===== src/rtl/prbs31_burst_ctrl_pkg.sv =====
// Shared types and constants for the PRBS31 burst sequencer.
// Optional error injection is enabled with the PRBS_ERR_INJECT_EN macro.
package prbs_pkg;

  typedef enum logic [1:0] {
    IDLE = 2'd0,
    SEED = 2'd1,
    RUN  = 2'd2,
    DONE = 2'd3
  } state_t;

  localparam int unsigned PRBS31_TAP_A = 30;
  localparam int unsigned PRBS31_TAP_B = 27;
  localparam logic [30:0] PRBS31_LOCKUP_SEED = 31'h7FFF_FFFF;

endpackage


===== src/rtl/prbs31_burst_ctrl_if.sv =====
// Control/status bundle for prbs31_burst_ctrl, plus FSM and LFSR debug taps.
// err_inject/err_count exist only when PRBS_ERR_INJECT_EN is defined.
interface prbs31_burst_ctrl_if #(
  parameter int DIV_W = 16,
  parameter int LEN_W = 16
);
  import prbs_pkg::*;

  // start/abort are level-sampled on each clk edge (no handshake); bit_valid
  // and done are single-cycle pulses that the consumer must accept when high.
  logic             start;
  logic             abort;
  logic [30:0]      seed;
  logic [DIV_W-1:0] div;
  logic [LEN_W-1:0] len;
  logic             bit_out;
  logic             bit_valid;
  logic             busy;
  logic             done;
  logic [LEN_W-1:0] bit_count;
  state_t           state_dbg;
  logic [30:0]      lfsr_dbg;
`ifdef PRBS_ERR_INJECT_EN
  logic             err_inject;
  logic [7:0]       err_count;

  modport master (
    output start, abort, seed, div, len, err_inject,
    input  bit_out, bit_valid, busy, done, bit_count, state_dbg, lfsr_dbg, err_count
  );
  modport slave (
    input  start, abort, seed, div, len, err_inject,
    output bit_out, bit_valid, busy, done, bit_count, state_dbg, lfsr_dbg, err_count
  );
`else
  modport master (
    output start, abort, seed, div, len,
    input  bit_out, bit_valid, busy, done, bit_count, state_dbg, lfsr_dbg
  );
  modport slave (
    input  start, abort, seed, div, len,
    output bit_out, bit_valid, busy, done, bit_count, state_dbg, lfsr_dbg
  );
`endif

endinterface


===== src/rtl/prbs31_burst_ctrl_lfsr.sv =====
// 31-bit Fibonacci LFSR for x^31+x^28+1; load has priority over advance.
module prbs31_lfsr
  import prbs_pkg::*;
(
  input  logic        clk,
  input  logic        rst_n,
  input  logic        load,
  input  logic [30:0] load_val,
  input  logic        advance,
  output logic        fb,
  output logic [30:0] state
);

  logic [30:0] lfsr_q;

  assign fb    = lfsr_q[PRBS31_TAP_A] ^ lfsr_q[PRBS31_TAP_B];
  assign state = lfsr_q;

  always_ff @(posedge clk) begin
    if (!rst_n) begin
      lfsr_q <= PRBS31_LOCKUP_SEED;
    end else if (load) begin
      lfsr_q <= load_val;
    end else if (advance) begin
      lfsr_q <= {lfsr_q[29:0], fb};
    end
  end

endmodule


===== src/rtl/prbs31_burst_ctrl.sv =====
// PRBS31 burst sequencer: seed load, prescaled bit pacing, burst/continuous modes.
// Define PRBS_ERR_INJECT_EN to add one-shot bit error injection and an error counter.
module prbs31_burst_ctrl
  import prbs_pkg::*;
#(
  parameter int DIV_W = 16,
  parameter int LEN_W = 16
) (
  input logic               clk,
  input logic               rst_n,
  prbs31_burst_ctrl_if.slave bus
);

  state_t           state_q, state_d;
  logic [DIV_W-1:0] prescaler_q;
  logic [LEN_W-1:0] bit_count_q;
  logic             bit_out_q;
  logic             bit_valid_q;
  logic             done_q;

  logic             tick;
  logic             last_bit;
  logic             lfsr_load;
  logic [30:0]      lfsr_load_val;
  logic             lfsr_fb;
  logic [30:0]      lfsr_state;
  logic             invert;

  prbs31_lfsr u_lfsr (
    .clk      (clk),
    .rst_n    (rst_n),
    .load     (lfsr_load),
    .load_val (lfsr_load_val),
    .advance  (tick),
    .fb       (lfsr_fb),
    .state    (lfsr_state)
  );

  // abort wins over a coincident tick so an aborted burst never emits a bit
  always_comb begin
    tick          = (state_q == RUN) && !bus.abort && (prescaler_q == bus.div);
    last_bit      = tick && (bus.len != '0) && ((bit_count_q + LEN_W'(1)) == bus.len);
    lfsr_load     = (state_q == SEED) && !bus.abort;
    lfsr_load_val = (bus.seed == '0) ? PRBS31_LOCKUP_SEED : bus.seed;
  end

  always_comb begin
    state_d = state_q;
    case (state_q)
      IDLE: if (bus.start) state_d = SEED;
      SEED: state_d = bus.abort ? IDLE : RUN;
      RUN: begin
        if (bus.abort)     state_d = IDLE;
        else if (last_bit) state_d = DONE;
      end
      DONE:    state_d = IDLE;
      default: state_d = IDLE;
    endcase
  end

`ifdef PRBS_ERR_INJECT_EN
  logic       err_flag_q;
  logic [7:0] err_count_q;

  // a pulse on the tick cycle itself corrupts that tick
  assign invert        = tick && (err_flag_q || bus.err_inject);
  assign bus.err_count = err_count_q;

  always_ff @(posedge clk) begin
    if (!rst_n) begin
      err_flag_q  <= 1'b0;
      err_count_q <= 8'd0;
    end else begin
      if (state_q != RUN || bus.abort || tick) err_flag_q <= 1'b0;
      else if (bus.err_inject)                 err_flag_q <= 1'b1;
      if (invert && err_count_q != 8'hFF)      err_count_q <= err_count_q + 8'd1;
    end
  end
`else
  assign invert = 1'b0;
`endif

  always_ff @(posedge clk) begin
    if (!rst_n) begin
      state_q     <= IDLE;
      prescaler_q <= '0;
      bit_count_q <= '0;
      bit_out_q   <= 1'b0;
      bit_valid_q <= 1'b0;
      done_q      <= 1'b0;
    end else begin
      state_q     <= state_d;
      bit_valid_q <= tick;
      done_q      <= (state_q == DONE);
      if (tick) bit_out_q <= lfsr_fb ^ invert;

      if (state_q == SEED)                  prescaler_q <= '0;
      else if (state_q == RUN && !bus.abort) prescaler_q <= tick ? '0 : prescaler_q + DIV_W'(1);

      if (state_q == IDLE && bus.start) bit_count_q <= '0;
      else if (tick)                    bit_count_q <= bit_count_q + LEN_W'(1);
    end
  end

  assign bus.bit_out   = bit_out_q;
  assign bus.bit_valid = bit_valid_q;
  assign bus.busy      = (state_q == SEED) || (state_q == RUN);
  assign bus.done      = done_q;
  assign bus.bit_count = bit_count_q;
  assign bus.state_dbg = state_q;
  assign bus.lfsr_dbg  = lfsr_state;

endmodule


===== src/flat_wrapper.sv =====
// flat-port wrapper written by rule: the top's interface ports become plain ports
module prbs31_burst_ctrl_flat import prbs_pkg::*;
#(
  parameter int DIV_W = 16,
  parameter int LEN_W = 16
)
  (clk, rst_n, bus_start, bus_abort, bus_seed, bus_div, bus_len, bus_bit_out, bus_bit_valid, bus_busy, bus_done, bus_bit_count, bus_state_dbg, bus_lfsr_dbg);
  prbs31_burst_ctrl_if #(.DIV_W(DIV_W), .LEN_W(LEN_W)) bus_i ();
  input logic clk;
  input logic rst_n;
  input wire logic [$bits(bus_i.start)-1:0] bus_start;
  input wire logic [$bits(bus_i.abort)-1:0] bus_abort;
  input wire logic [$bits(bus_i.seed)-1:0] bus_seed;
  input wire logic [$bits(bus_i.div)-1:0] bus_div;
  input wire logic [$bits(bus_i.len)-1:0] bus_len;
  output wire logic [$bits(bus_i.bit_out)-1:0] bus_bit_out;
  output wire logic [$bits(bus_i.bit_valid)-1:0] bus_bit_valid;
  output wire logic [$bits(bus_i.busy)-1:0] bus_busy;
  output wire logic [$bits(bus_i.done)-1:0] bus_done;
  output wire logic [$bits(bus_i.bit_count)-1:0] bus_bit_count;
  output wire logic [$bits(bus_i.state_dbg)-1:0] bus_state_dbg;
  output wire logic [$bits(bus_i.lfsr_dbg)-1:0] bus_lfsr_dbg;
  assign bus_i.start = bus_start;
  assign bus_i.abort = bus_abort;
  assign bus_i.seed = bus_seed;
  assign bus_i.div = bus_div;
  assign bus_i.len = bus_len;
  assign bus_bit_out = bus_i.bit_out;
  assign bus_bit_valid = bus_i.bit_valid;
  assign bus_busy = bus_i.busy;
  assign bus_done = bus_i.done;
  assign bus_bit_count = bus_i.bit_count;
  assign bus_state_dbg = bus_i.state_dbg;
  assign bus_lfsr_dbg = bus_i.lfsr_dbg;
  prbs31_burst_ctrl #(.DIV_W(DIV_W), .LEN_W(LEN_W)) u_core (.clk(clk), .rst_n(rst_n), .bus(bus_i));
endmodule

===== config.mk =====
export PLATFORM = sky130hd
export DESIGN_NAME = prbs31_burst_ctrl_flat
export DESIGN_NICKNAME = d
export VERILOG_FILES = /design/src/rtl/prbs31_burst_ctrl_pkg.sv /design/src/rtl/prbs31_burst_ctrl_if.sv /design/src/rtl/prbs31_burst_ctrl_lfsr.sv /design/src/rtl/prbs31_burst_ctrl.sv /design/src/flat_wrapper.sv
export SDC_FILE = /design/constraint.sdc
export NUM_CORES = 1
export LEC_CHECK = 0
export BUFFER_PORTS_ARGS = -buffer_cell sky130_fd_sc_hd__buf_4
export CAP_MARGIN = 15
export CORE_ASPECT_RATIO = 0.9
export CORE_UTILIZATION = 51
export DETAILED_ROUTE_END_ITERATION = 12
export PLACE_DENSITY = 0.85
export SYNTH_ARGS = -nofsm -noshare
export SYNTH_HDL_FRONTEND = slang
export SYNTH_SLANG_ARGS = --single-unit

===== constraint.sdc =====
create_clock -name clk -period 4.9 [get_ports clk]
set_clock_uncertainty 0.1 [all_clocks]
set_input_delay 0.98 -clock clk [delete_from_list [all_inputs] [get_ports clk]]
set_output_delay 0.98 -clock clk [all_outputs]
set_load 0.01 [all_outputs]

### Word level (Yosys, flattened, before mapping)

Index checks and enable logic that the tools add are counted.

| word-level totals | value |
|---|---|
| register bits after elaboration | 68 |
| latch bits | 0 |
| memory bits (writable) | 0 |
| bits in read-only memories | 0 |
| bits of input ports | 67 |
| logic and storage cells | 42 |
| memories | 0 |

| cells by class | value |
|---|---|
| add/subtract/negate cells | 2 |
| multiply operators | 0 |
| div/mod/pow operators | 0 |
| magnitude comparators | 0 |
| equality and inequality tests | 7 |
| shifts and indexed selects | 0 |
| muxes and demuxes | 9 |
| bitwise logic cells | 2 |
| reductions and logical operators | 15 |

Operators with widths:

| operator | count |
|---|---|
| $mux W31 | 3 |
| $add A16 B1 Y16 const B | 2 |
| $eq A16 B16 Y1 | 2 |
| $logic_not A31 Y1 | 1 |
| $mux W16 | 1 |
| $reduce_bool A16 Y1 | 1 |
| $mux W2 | 4 |
| $pmux W2 S4 | 1 |
| $logic_and A1 B1 Y1 | 6 |
| $eq A2 B2 Y1 const B | 2 |
| $reduce_or A2 Y1 | 2 |
| $ne A3 B2 Y1 const B | 1 |
| $eq A2 B1 Y1 const B | 1 |
| $logic_not A2 Y1 | 1 |
| $ne A2 B2 Y1 const B | 1 |
| $reduce_and A2 Y1 | 1 |
| $reduce_bool A2 Y1 | 1 |
| $logic_not A1 Y1 | 1 |
| $logic_or A1 B1 Y1 | 1 |
| $not A1 Y1 | 1 |
| $xor A1 B1 Y1 | 1 |

### Longest topological paths before layout

Gate-level depths: netlist of the first run.

| logic depth | value |
|---|---|
| word-level depth | 8 |
| gate-level depth with buffers | 9 |
| gate-level depth less buffers | 9 |

### Hierarchy

Synthesis of the first run repeated with hierarchy kept, for this count alone.

| second synthesis, totals | value |
|---|---|
| cells, all modules | 464 |
| area total of the unflattened synthesis | 4090.2 um2 |

Modules (own cells, without submodules):

| module | times used | cells an instance | area each (um2) | sequential area each (um2) |
|---|---|---|---|---|
| prbs31_burst_ctrl | 1 | 324 | 2561.2 | 740.7 |
| prbs31_lfsr | 1 | 140 | 1529.0 | 620.6 |

### Worst setup path before layout of the first run

Ideal clock, no wire load.

| path | value |
|---|---|
| kind | input-to-reg |
| start | input port bus_div[8] |
| end | register u_core.u_lfsr.lfsr_q[10] (netlist: u_core.u_lfsr.state[10]) |
| setup time | 129 ps |
| arrival time | 2752 ps |
| data required time | 4671 ps |
| setup slack | 1919 ps |
| cell stages on the path | 8 |
| path buffers | 1 |
| cell sequence | xor2_1 > nor4_1 > nand2_1 > nor4_4 > buf_4 > mux2_2 > o22ai_1 > nand2_1 |

| between the ends | value |
|---|---|
| longest elaborated chain between the ends | 3 |

RTL lines:

| what | line | text |
|---|---|---|
| from (decl) | flat_wrapper.sv:14 | `input wire logic [$bits(bus_i.div)-1:0] bus_div;` |
| $eq A16 B16 Y1 | prbs31_burst_ctrl.sv:41 | `tick = (state_q == RUN) && !bus.abort && (prescaler_q == bus.div);` |
| $logic_and A1 B1 Y1 | prbs31_burst_ctrl.sv:41 |  |
| $reduce_bool A2 Y1 (no source line) | - |  |
| to (signal assigned) | prbs31_burst_ctrl_lfsr.sv:23 | `lfsr_q <= load_val;` |
| to (signal assigned) | prbs31_burst_ctrl_lfsr.sv:25 | `lfsr_q <= {lfsr_q[29:0], fb};` |
| to (decl) | prbs31_burst_ctrl_lfsr.sv:14 | `logic [30:0] lfsr_q;` |

Every way passes these cells.
A chain may end at the register's enable or synchronous reset.

### Worst setup path in the final report of the first run

| path | value |
|---|---|
| start | input port bus_div[8] |
| end | register u_core.bit_count_q[13] (netlist: u_core.bus.bit_count[13]) |

| between the ends | value |
|---|---|
| longest elaborated chain between the ends | 2 |

RTL lines:

| what | line | text |
|---|---|---|
| $eq A16 B16 Y1 | prbs31_burst_ctrl.sv:41 |  |
| $logic_and A1 B1 Y1 | prbs31_burst_ctrl.sv:41 |  |
| to (signal assigned) | prbs31_burst_ctrl.sv:101 | `else if (tick) bit_count_q <= bit_count_q + LEN_W'(1);` |
| to (decl) | prbs31_burst_ctrl.sv:16 | `logic [LEN_W-1:0] bit_count_q;` |

Every way passes these cells.

==> metrics.csv, run 1 <==
stage;metric;value;unit
routing;drc;0;
timing;tns;0;ns
global_route;antenna_found_initial;0;
cells_and_area;insertedDiodeCount;0;
cells_and_area;final_common_cell;buf_4;
timing;slew_violations;0;
place;numPortBuffers;119;
floorplan;initial_core_util;0.531;
setup_path;arrival;3.17;ns
logic_synthesis;synth_seq_cells;68;
global_route;grt_overflow;0;
power;leakagePower;1.88;nW
global_route;grt_usage;0.264;
timing;fin_crit_sh;0.624;
place;gp_congestion;0.892;
place;hpwlAfterDp;7.29;mm
power;ir_worst_vdd;0.185;mV
clock_tree;cts_hold_buf;0;
timing;finalHoldViolations;0;
timing;fin_crit;3.06;ns
routing;postRouteAntennaNets;0;
cells_and_area;design_area;4930;um^2
power;power.density;264;nW/um^2
floorplan;dieWidth;92.5;um
routing;drt_pass1_iterations;5;
timing;rsz0062_at_grt;no;
clock_tree;post_cts_buffers;0;
floorplan;pin_count;120;
global_route;grt_pass1_vias;3591;
floorplan;core;7080;um^2
logic_synthesis;yosysWarningCount;0;
cells_and_area;drive_above_1_share;0.318;
timing;fmax;327;MHz
setup_path;path_class;primary input to flip-flop;
clock_tree;cts_tree;built;
clock_tree;cts.clk_slew.worst_paths;0.07;ns
timing;worst_pin_slew;1.02;ns
cells_and_area;nNetsFinal;617;
setup_path;crit_path_end_kind;flip-flop;
logic_synthesis;syn_avg_cell_area;8.68;um^2
routing;via_count;3604;
global_route;grt_max_degree;40;
clock_tree;clk_latency;0.35;ns
setup_path;critPathLaunchType;primary input;
clock_tree;root_buffer;clkbuf_8;
logic_synthesis;synthCells;433;
clock_tree;cts-resized-gates;0;
setup_path;rrSetupSlack;2.02;ns
outcome;outcome;finished, final reports clean;
routing;via_per_inst;5.63;
clock_tree;ctsHtreeMaxLevel;3;
clock_tree;cts_buffer_depth;2;
routing;wl_met1;4.19;mm
setup_path;cp.required;5.01;ns
clock_tree;cts_sinks;68;
logic_synthesis;syn_area;3760;um^2
routing;dr.max_layer_used;met4;
floorplan;die_area;7720;um^2
min_path;hp-class;flip-flop to flip-flop;
routing;drt-total-wl;9.94;mm
routing;dr_wl_met3;652;um
logic_synthesis;ys_types;41;
routing;first_iter_violations;251;
logic_synthesis;synth-seq-area-share;0.362;
floorplan;row_count;29;
place;placed_area;4680;um^2
setup_path;crit_path_max_fanout;10;
flow_run;maxCapViolCount;0;
timing;timing.slew.headroom;0.314;
routing;met2_length;4.84;mm
routing;wire_per_inst;15.5;um
cells_and_area;syn2layout_area_growth;31.3;%
logic_synthesis;syn_nets;508;
cells_and_area;layout_common_cells;buf_4, dfxtp_1, nand2_1;
clock_tree;numCtsBuffers;9;
floorplan;die_h;83.4;um
global_route;grt_pass1_wl;16.3;mm
timing;setup_viol;0;
-- routing by layer --
layer | global-route usage | vias up
met5 | 0 | -
met4 | 0.108 | 0
met3 | 0.0742 | 25
li1 | - | 1766
met1 | 0.319 | 1673
met2 | 0.438 | 140
-- metrics by stage --
step	instances	util	hold WS [ns]	setup WS [ns]	total power, mW
2_1_floorplan	433	-	0.372	1.92	0.683
3_3_place_gp	623	0.662	0.388	1.62	0.771
3_5_place_dp	623	0.662	0.399	1.53	0.776
4_1_cts	639	0.695	0.422	1.89	1.31
5_1_grt	640	0.697	0.454	1.69	1.35
6_report	640	0.697	0.423	1.84	1.30
-- critical path: stages --
cell	delay [ns]
buf_4	0.11
xor2_1	0.13
nor4_1	0.31
nand2_1	0.20
nor4_2	0.90
nand4_1	0.24
xor2_1	0.22
nor2_1	0.06
-- cells by family (layout without fill, tap and decap cells) --
kind of cell | Yosys count | after routing | share of synthesized area
AND/OR/NAND/NOR | 174 | 174 | 0.231
flip-flops | 68 | 68 | 0.362
XOR/XNOR | 67 | 67 | 0.156
AO/OA/AOI/OAI | 57 | 57 | 0.0989
multiplexers | 31 | 31 | 0.0925
buffers and inverters | 28 | 142 | 0.0323
adder cells (fa/ha/maj) | 8 | 8 | 0.0266
-- final timing paths --
| kind | start | end | depth (start not counted) |
|---|---|---|---|
| max | bus_div[8] | u_core.bus.bit_count[13] | 8 |
| min | u_core.prescaler_q[1] | u_core.prescaler_q[1] | 2 |
| max reg2reg | u_core.bus.state_dbg[0] | u_core.bus.bit_count[13] | 8 |
| min reg2reg | u_core.prescaler_q[1] | u_core.prescaler_q[1] | 2 |
-- final cells by class --
cell class,instances,area (um^2)
tap,93,116
sequential,68,1360
clock inverter,3,67.6
clock buffer,13,169
inverter,4,15.0
fill,563,2140
multi-input combinational,337,2280
timing repair buffer,122,923
-- sequential cells by signal, summed over array words and instances (netlist names) --
signal,flops
u_core.bus.bit_count,16
u_core.bus.state_dbg,2
u_core.u_lfsr.state,31
u_core.bus.bit_out,1
u_core.bus.done,1
u_core.bus.bit_valid,1
u_core.prescaler_q,16
-- report_power, final --
group	switching [mW]	internal [mW]	total (mW)
clock	0.209	0.329	0.537
combinational	0.0873	0.0987	0.186
sequential	0.0134	0.567	0.581
-- cell usage after synthesis --
cell      number  share of area
buf_2          3         0.0040
xnor2_1       34          0.079
nand3_1       16          0.021
or2_2          1         0.0017
o31ai_2        1         0.0033
clkbuf_1      17          0.017
nand2b_1       2         0.0033
o21a_1         3         0.0060
nor2_1        40          0.040
nor4_4         1         0.0057
buf_4          3         0.0060
o221a_2        1         0.0030
nand4b_1       2         0.0047
and2_1         2         0.0033
inv_1          4         0.0040
nor4_1        16          0.027
a21oi_1        7         0.0093
clkbuf_2       1         0.0013
o211a_1        1         0.0027
ha_1           8          0.027
o21ba_1        1         0.0027
or3_1          2         0.0033
mux2_2        30          0.090
o22ai_1       32          0.053
dfxtp_1       68           0.36
nor2b_1        2         0.0033
or4_1          2         0.0040
mux2i_1        1         0.0027
nand4_1       17          0.028
nand2_1       51          0.051
nor3b_1        2         0.0040
and4_1         4         0.0093
o31a_1         1         0.0023
o211ai_1       2         0.0040
and3_1         3         0.0050
o21ai_0        6         0.0080
xor2_1        33          0.077
o311a_1        1         0.0027
nor4_2         1         0.0033
a31oi_1        1         0.0017
nor3_1        10          0.013
(Power assumes the default switching activity.)
==> run 2, diff against run 1 <==
CORE_UTILIZATION = 46   (was 51)
PLACE_DENSITY = 0.81   (was 0.85)
clock period = 2.55 ns   (was 4.9 ns; I/O delays follow)
==> run 2 against run 1 <==
- setup slack worse by 1.7 ns
- global-route usage down 1.9 points
- non-clock buffer count rose by 23
- total power increased by 89%
- flip-flop and latch count is the same
- routed wire length rose by 5.5%
- register-to-register slack worse by 1.9 ns
- via count up 3.0%
- design area rose by 4.1%
- largest power group unchanged
- highest routed layer unchanged
==> metrics.csv, run 2 (synthesized netlist as in run 1, its figures left out) <==
stage;metric;value;unit;change
outcome;outcome;finished, final reports clean;;
power;power.density;479;nW/um^2;+81%
floorplan;initial_core_util;0.486;;-0.0451
cells_and_area;num-fill-cells;656;;+17%
cells_and_area;design_area;5140;um^2;+4.1%
cells_and_area;final_common_cell;buf_4;;
clock_tree;root_buffer;clkbuf_8;;
clock_tree;numCtsBuffers;9;;unchanged
timing;finalHoldViolations;0;;unchanged
floorplan;pin_count;120;;unchanged
clock_tree;cts_tree;built;;
power;ir_worst_vdd;0.395;mV;+110%
setup_path;crit_path_max_fanout;18;;+8
global_route;grt_util_met1;0.292;;-0.0270
routing;drt-total-wl;10.5;mm;+5.5%
global_route;grt_pass1_wl;16.8;mm;+3.4%
power;combPwrFrac;0.148;;+0.005
floorplan;die_h;87.8;um;+5.2%
floorplan;core;7730;um^2;+9.3%
timing;setup_viol;0;;unchanged
setup_path;cpPeakStageDelay;0.35;ns;-0.55 ns
floorplan;row_count;30;;+3.4%
setup_path;arrival;2.55;ns;-0.62 ns
routing;wire_per_inst;15.7;um;+1.3%
power;switching_share;0.244;;+0.00674
cells_and_area;layout_common_cells;buf_4, dfxtp_1, nand2_1;;
place;numPortBuffers;119;;unchanged
power;p_clk_frac;0.399;;-0.013
setup_path;critPathLaunchType;flip-flop;;
routing;drt_pass1_iterations;5;;unchanged
setup_path;path_class;flip-flop to flip-flop;;
global_route;grt_usage;0.245;;-0.0192
setup_path;crit_path_end_kind;flip-flop;;
cells_and_area;seq_area;1360;um^2;+0.18%
min_path;hp-class;primary input to flip-flop;;
clock_tree;clk_latency;0.34;ns;about the same
global_route;grt_pass1_vias;3588;;-0.084%
clock_tree;cts_sinks;68;;unchanged
global_route;grt_overflow;0;;unchanged
power;seqPwrFrac;0.453;;+0.008
cells_and_area;multi_input_area;2300;um^2;+0.93%
place;gp_congestion;0.907;;+1.6%
timing;slew_violations;0;;unchanged
floorplan;die_area;8540;um^2;+11%
timing;fin_crit;2.42;ns;
timing;worst_pin_slew;0.546;ns;-0.475 ns
cells_and_area;syn2layout_area_growth;36.7;%;
setup_path;critPathTopFamily;simple AND/OR/NAND/NOR gates;;
setup_path;crit_top_cell;nand2_1;;
cells_and_area;insertedDiodeCount;0;;unchanged
global_route;use_met2;0.430;;-0.00817
clock_tree;ctsHtreeMaxLevel;3;;unchanged
setup_path;path_cells;inv_1 > ha_2 > nor2b_2 > nand2_1 > nor4_4 > buf_4 > buf_12 > mux2_2 > o22ai_1 > nand2_1;;
cells_and_area;largest_register_ffs;31;;unchanged
routing;drc;0;;unchanged
clock_tree;cts_buffer_depth;2;;unchanged
routing;via_count;3713;;+3.0%
global_route;antenna_found_initial;0;;unchanged
place;placed_area;4860;um^2;+3.9%
routing;first_iter_violations;151;;-40%
cells_and_area;nNetsFinal;640;;+3.7%
routing;via_per_inst;5.58;;-1.0%
clock_tree;cts.clk_slew.worst_paths;0.07;ns;about the same
timing;fmax;413;MHz;
setup_path;cp.required;2.67;ns;-2.34 ns
floorplan;dieWidth;97.3;um;+5.2%
power;power.switching;0.600;mW;+94%
place;hpwlAfterDp;7.76;mm;+6.5%
routing;postRouteAntennaNets;0;;unchanged
cells_and_area;drive_above_1_share;0.356;;+0.0380
timing;timing.slew.headroom;0.635;;+0.321
flow_run;maxCapViolCount;0;;unchanged
setup_path;path_buf_inv;3;;+2
timing;fin_crit_sh;0.951;;
power;leakagePower;1.99;nW;+6.0%
power;intPower;1.86;mW;+87%
timing;holdWs;0.311;ns;-0.113 ns
setup_path;critical-path-slowest-cell;dfxtp_1;;
global_route;busiest_layer;met2;;
global_route;groute.layer.met3.usage;0.0734;;-0.000752
global_route;grt_max_degree;40;;unchanged
## run 2: tightest hold or removal path: cells and delay by family
family,cells,cell delay [ns]
buffers and inverters,1,0.08
AO/OA/AOI/OAI,1,0.07
AND/OR/NAND/NOR,1,0.06
## run 2: final timing paths
path | start | endpoint | slack (ns) | cells past startpoint
worst max-delay path | u_core.bus.state_dbg[0] | u_core.u_lfsr.state[25] | 0.13 | 10
worst min-delay path | bus_seed[16] | u_core.u_lfsr.state[16] | 0.31 | 3
worst max register to register | u_core.bus.state_dbg[0] | u_core.u_lfsr.state[25] | 0.13 | 10
worst min register to register | u_core.bus.bit_out | u_core.bus.bit_out | 0.41 | 2
## run 2: per-layer routing
| metal | routed length, um | vias to the layer above | part of all wire |
|---|---|---|---|
| met1 | 4510 | 1751 | 0.43 |
| met3 | 725 | 16 | 0.069 |
| met5 | 0 | - | 0 |
| met2 | 5120 | 142 | 0.49 |
| met4 | 131 | 0 | 0.012 |
| li1 | - | 1804 | - |
## run 2: layout make-up
cell class                      instances  share of cell area
Multi-Input combinational cell        337               0.448
Clock inverter                          4              0.0141
Tap cell                               96              0.0234
Clock buffer                           12              0.0282
Timing Repair Buffer                  145               0.218
Sequential cell                        68               0.265
Inverter                                4             0.00292
## run 2: power by group through the flow
| stage | Clock [mW] | Sequential, mW | Combinational [mW] |
|---|---|---|---|
| 2_1_floorplan | 0 | 1.15 | 0.166 |
| 3_3_place_gp | 0 | 1.14 | 0.350 |
| 3_5_place_dp | 0 | 1.14 | 0.361 |
| 4_1_cts | 0.996 | 1.11 | 0.362 |
| 5_1_grt | 1.05 | 1.12 | 0.394 |
| 6_report | 0.980 | 1.11 | 0.364 |
## run 2: repair_timing
action                                  4_1_cts  5_1_grt
setup buffers                                 0        1
pin swaps                                     0        2
endpoints found under the setup margin        2       33
gates cloned                                  0        1
hold buffers                                  0        0
resized for setup                             1        6
## run 2: through the flow
step | cells | total power [mW] | utilization | TNS [ns] | setup slack [ns]
global route | 666 | 2.56 | 0.665 | -0.0549 | -0.0172
global placement | 648 | 1.49 | 0.629 | -0.660 | -0.0354
finish | 666 | 2.46 | 0.665 | 0 | 0.126
CTS | 664 | 2.47 | 0.658 | 0 | 0.0645
floorplan | 433 | 1.31 | - | 0 | 0.0389
detailed placement | 648 | 1.50 | 0.629 | -2.99 | -0.100
==> run 3, diff against run 2 <==
CORE_MARGIN = 5   (was not set)
==> run 3 against run 2 <==
- design area up 0.51%
- largest power group unchanged
- via count down 0.19%
- critical endpoint is now u_core.bus.bit_count[4]
- setup slack worse by 0.028 ns
- worst hold slack better by 0.0058 ns
- clock power up 11%
- critical path type unchanged
- highest routed layer unchanged
- total power up 4.5%
==> metrics.csv, run 3 (synthesized netlist as in run 1, its figures left out) <==
stage;metric;value;unit;change
flow_run;maxCapViolCount;0;;unchanged
cells_and_area;syn2layout_area_growth;37.4;%;
floorplan;die_area;10100;um^2;+18%
global_route;grt_overflow;0;;unchanged
cells_and_area;final-instance-count-excl-fill;669;;+0.45%
power;seqPwrFrac;0.433;;-0.020
clock_tree;cts_sinks;68;;unchanged
power;leakagePower;2.01;nW;+0.81%
power;power.switching;0.610;mW;+1.7%
timing;rsz0062_at_grt;yes;;
power;intPower;1.96;mW;+5.4%
timing;fin_crit;2.45;ns;+0.0279 ns
setup_path;arrival;2.60;ns;+0.05 ns
power;p_clk_frac;0.425;;+0.026
power;combPwrFrac;0.143;;-0.005
clock_tree;ctsHtreeMaxLevel;3;;unchanged
power;ir_worst_vdd;0.359;mV;-9.2%
routing;wire_per_inst;15.9;um;+1.2%
power;finalPower;2.57;mW;+4.5%
clock_tree;cts_buffer_depth;2;;unchanged
place;numPortBuffers;119;;unchanged
routing;drt_pass1_iterations;4;;-1
floorplan;initial_core_util;0.468;;-0.0180
clock_tree;clk_latency;0.34;ns;about the same
timing;worst_pin_slew;0.537;ns;-0.00922 ns
timing;holdWs;0.316;ns;+0.00576 ns
cells_and_area;design_area;5160;um^2;+0.51%
min_path;hp-class;primary input to flip-flop;;
setup_path;cp.required;2.70;ns;+0.03 ns
clock_tree;cts_hold_buf;0;;unchanged
cells_and_area;final_common_cell;buf_4;;
timing;fmax;408;MHz;-1.1%
timing;setup_viol;0;;unchanged
clock_tree;cts_tree;built;;
cells_and_area;insertedDiodeCount;0;;unchanged
setup_path;crit_path_max_fanout;10;;-8
cells_and_area;largest_register_ffs;31;;unchanged
global_route;grt_usage;0.207;;-0.0383
floorplan;row_count;31;;+3.3%
timing;finalHoldViolations;0;;unchanged
place;gp_congestion;0.907;;about the same
routing;first_iter_violations;157;;+4.0%
routing;postRouteAntennaNets;0;;unchanged
timing;fin_crit_sh;0.962;;+0.0110
routing;drc;0;;unchanged
floorplan;die_h;95.8;um;+9.1%
place;hpwlAfterDp;7.96;mm;+2.6%
floorplan;core;8030;um^2;+3.8%
power;power.density;498;nW/um^2;+4.0%
timing;slew_violations;0;;unchanged
setup_path;path_class;flip-flop to flip-flop;;
global_route;grt_pass1_wl;17.1;mm;+1.6%
clock_tree;numCtsBuffers;9;;unchanged
setup_path;critical-path-slowest-cell;or4_1;;
routing;drt-total-wl;10.7;mm;+1.7%
cells_and_area;layout_common_cells;buf_4, dfxtp_1, nand2_1;;
power;switching_share;0.237;;-0.00662
cells_and_area;drive_above_1_share;0.354;;-0.00175
floorplan;pin_count;120;;unchanged
global_route;antenna_found_initial;0;;unchanged
clock_tree;cts.clk_slew.worst_paths;0.08;ns;about the same
clock_tree;root_buffer;clkbuf_8;;
place;placed_area;4860;um^2;about the same
cells_and_area;final_core_util;0.643;;-0.0213
setup_path;cpPeakStageDelay;0.56;ns;+0.21 ns
floorplan;dieWidth;105;um;+8.2%
setup_path;critPathLaunchType;flip-flop;;
cells_and_area;nNetsFinal;640;;unchanged
routing;via_count;3706;;-0.19%
routing;via_per_inst;5.54;;-0.64%
global_route;grt_max_degree;40;;unchanged
timing;timing.slew.headroom;0.641;;+0.00616
outcome;outcome;finished, final reports clean;;
setup_path;crit_path_end_kind;flip-flop;;
setup_path;path_cells;xor2_1 > nor4_1 > nand2_1 > or4_1 > buf_4 > or3_1 > a21oi_1;;
global_route;grt_pass1_vias;3594;;+0.17%
place;numPlacedInstances;650;;+0.31%
## run 3: layer usage
layer	wire length (um)	GRT usage	part of all wire
met3	712	0.0664	0.067
met1	4540	0.247	0.43
met2	5280	0.361	0.49
met5	0	0	0
met4	132	0.0557	0.012
## run 3: cell type report
| class | count | area, um^2 |
|---|---|---|
| clock buffers | 10 | 138 |
| multi-input cells | 337 | 2290 |
| inverters | 4 | 15.0 |
| well taps | 99 | 124 |
| repair buffers | 145 | 1120 |
| clock inverters | 6 | 111 |
| fillers | 645 | 2860 |
| flip-flops and latches | 68 | 1360 |
## run 3: final timing paths
check                         start  depth (start not counted)  slack, ns                      end
max          u_core.prescaler_q[12]                          7        0.1  u_core.bus.bit_count[4]
max reg2reg  u_core.prescaler_q[12]                          7        0.1  u_core.bus.bit_count[4]
min reg2reg      u_core.bus.bit_out                          2       0.41       u_core.bus.bit_out
min                    bus_seed[23]                          3       0.32  u_core.u_lfsr.state[23]
## run 3: per-stage QoR
stage	setup TNS, ns	setup WS, ns
6_report	0	0.0979
3_5_place_dp	-5.87	-0.155
3_3_place_gp	-0.876	-0.0400
4_1_cts	0	0.0299
2_1_floorplan	0	0.0389
5_1_grt	-0.181	-0.0511
## run 3: timing repair
action,4_1_cts,5_1_grt
endpoints found under the setup margin,0,46
setup buffers,0,2
endpoints found under the hold margin,0,0
gates resized for setup,0,5
## run 3: power groups by stage
stage          combinational [mW]  clock, mW  sequential [mW]
6_report                    0.367       1.09             1.11
5_1_grt                     0.402       1.16             1.12
4_1_cts                     0.367       1.11             1.11
3_5_place_dp                0.366          0             1.14
3_3_place_gp                0.355          0             1.14
2_1_floorplan               0.166          0             1.15
## run 3: worst max-delay path: cells and delay by family (launching register included)
family,cells,cell delay (ns)
and+or+nand+nor,4,1.40
DFF,1,0.36
AOI/OAI and AO/OA,1,0.15
buffers and inverters,1,0.20
xor gates and xnor gates,1,0.17
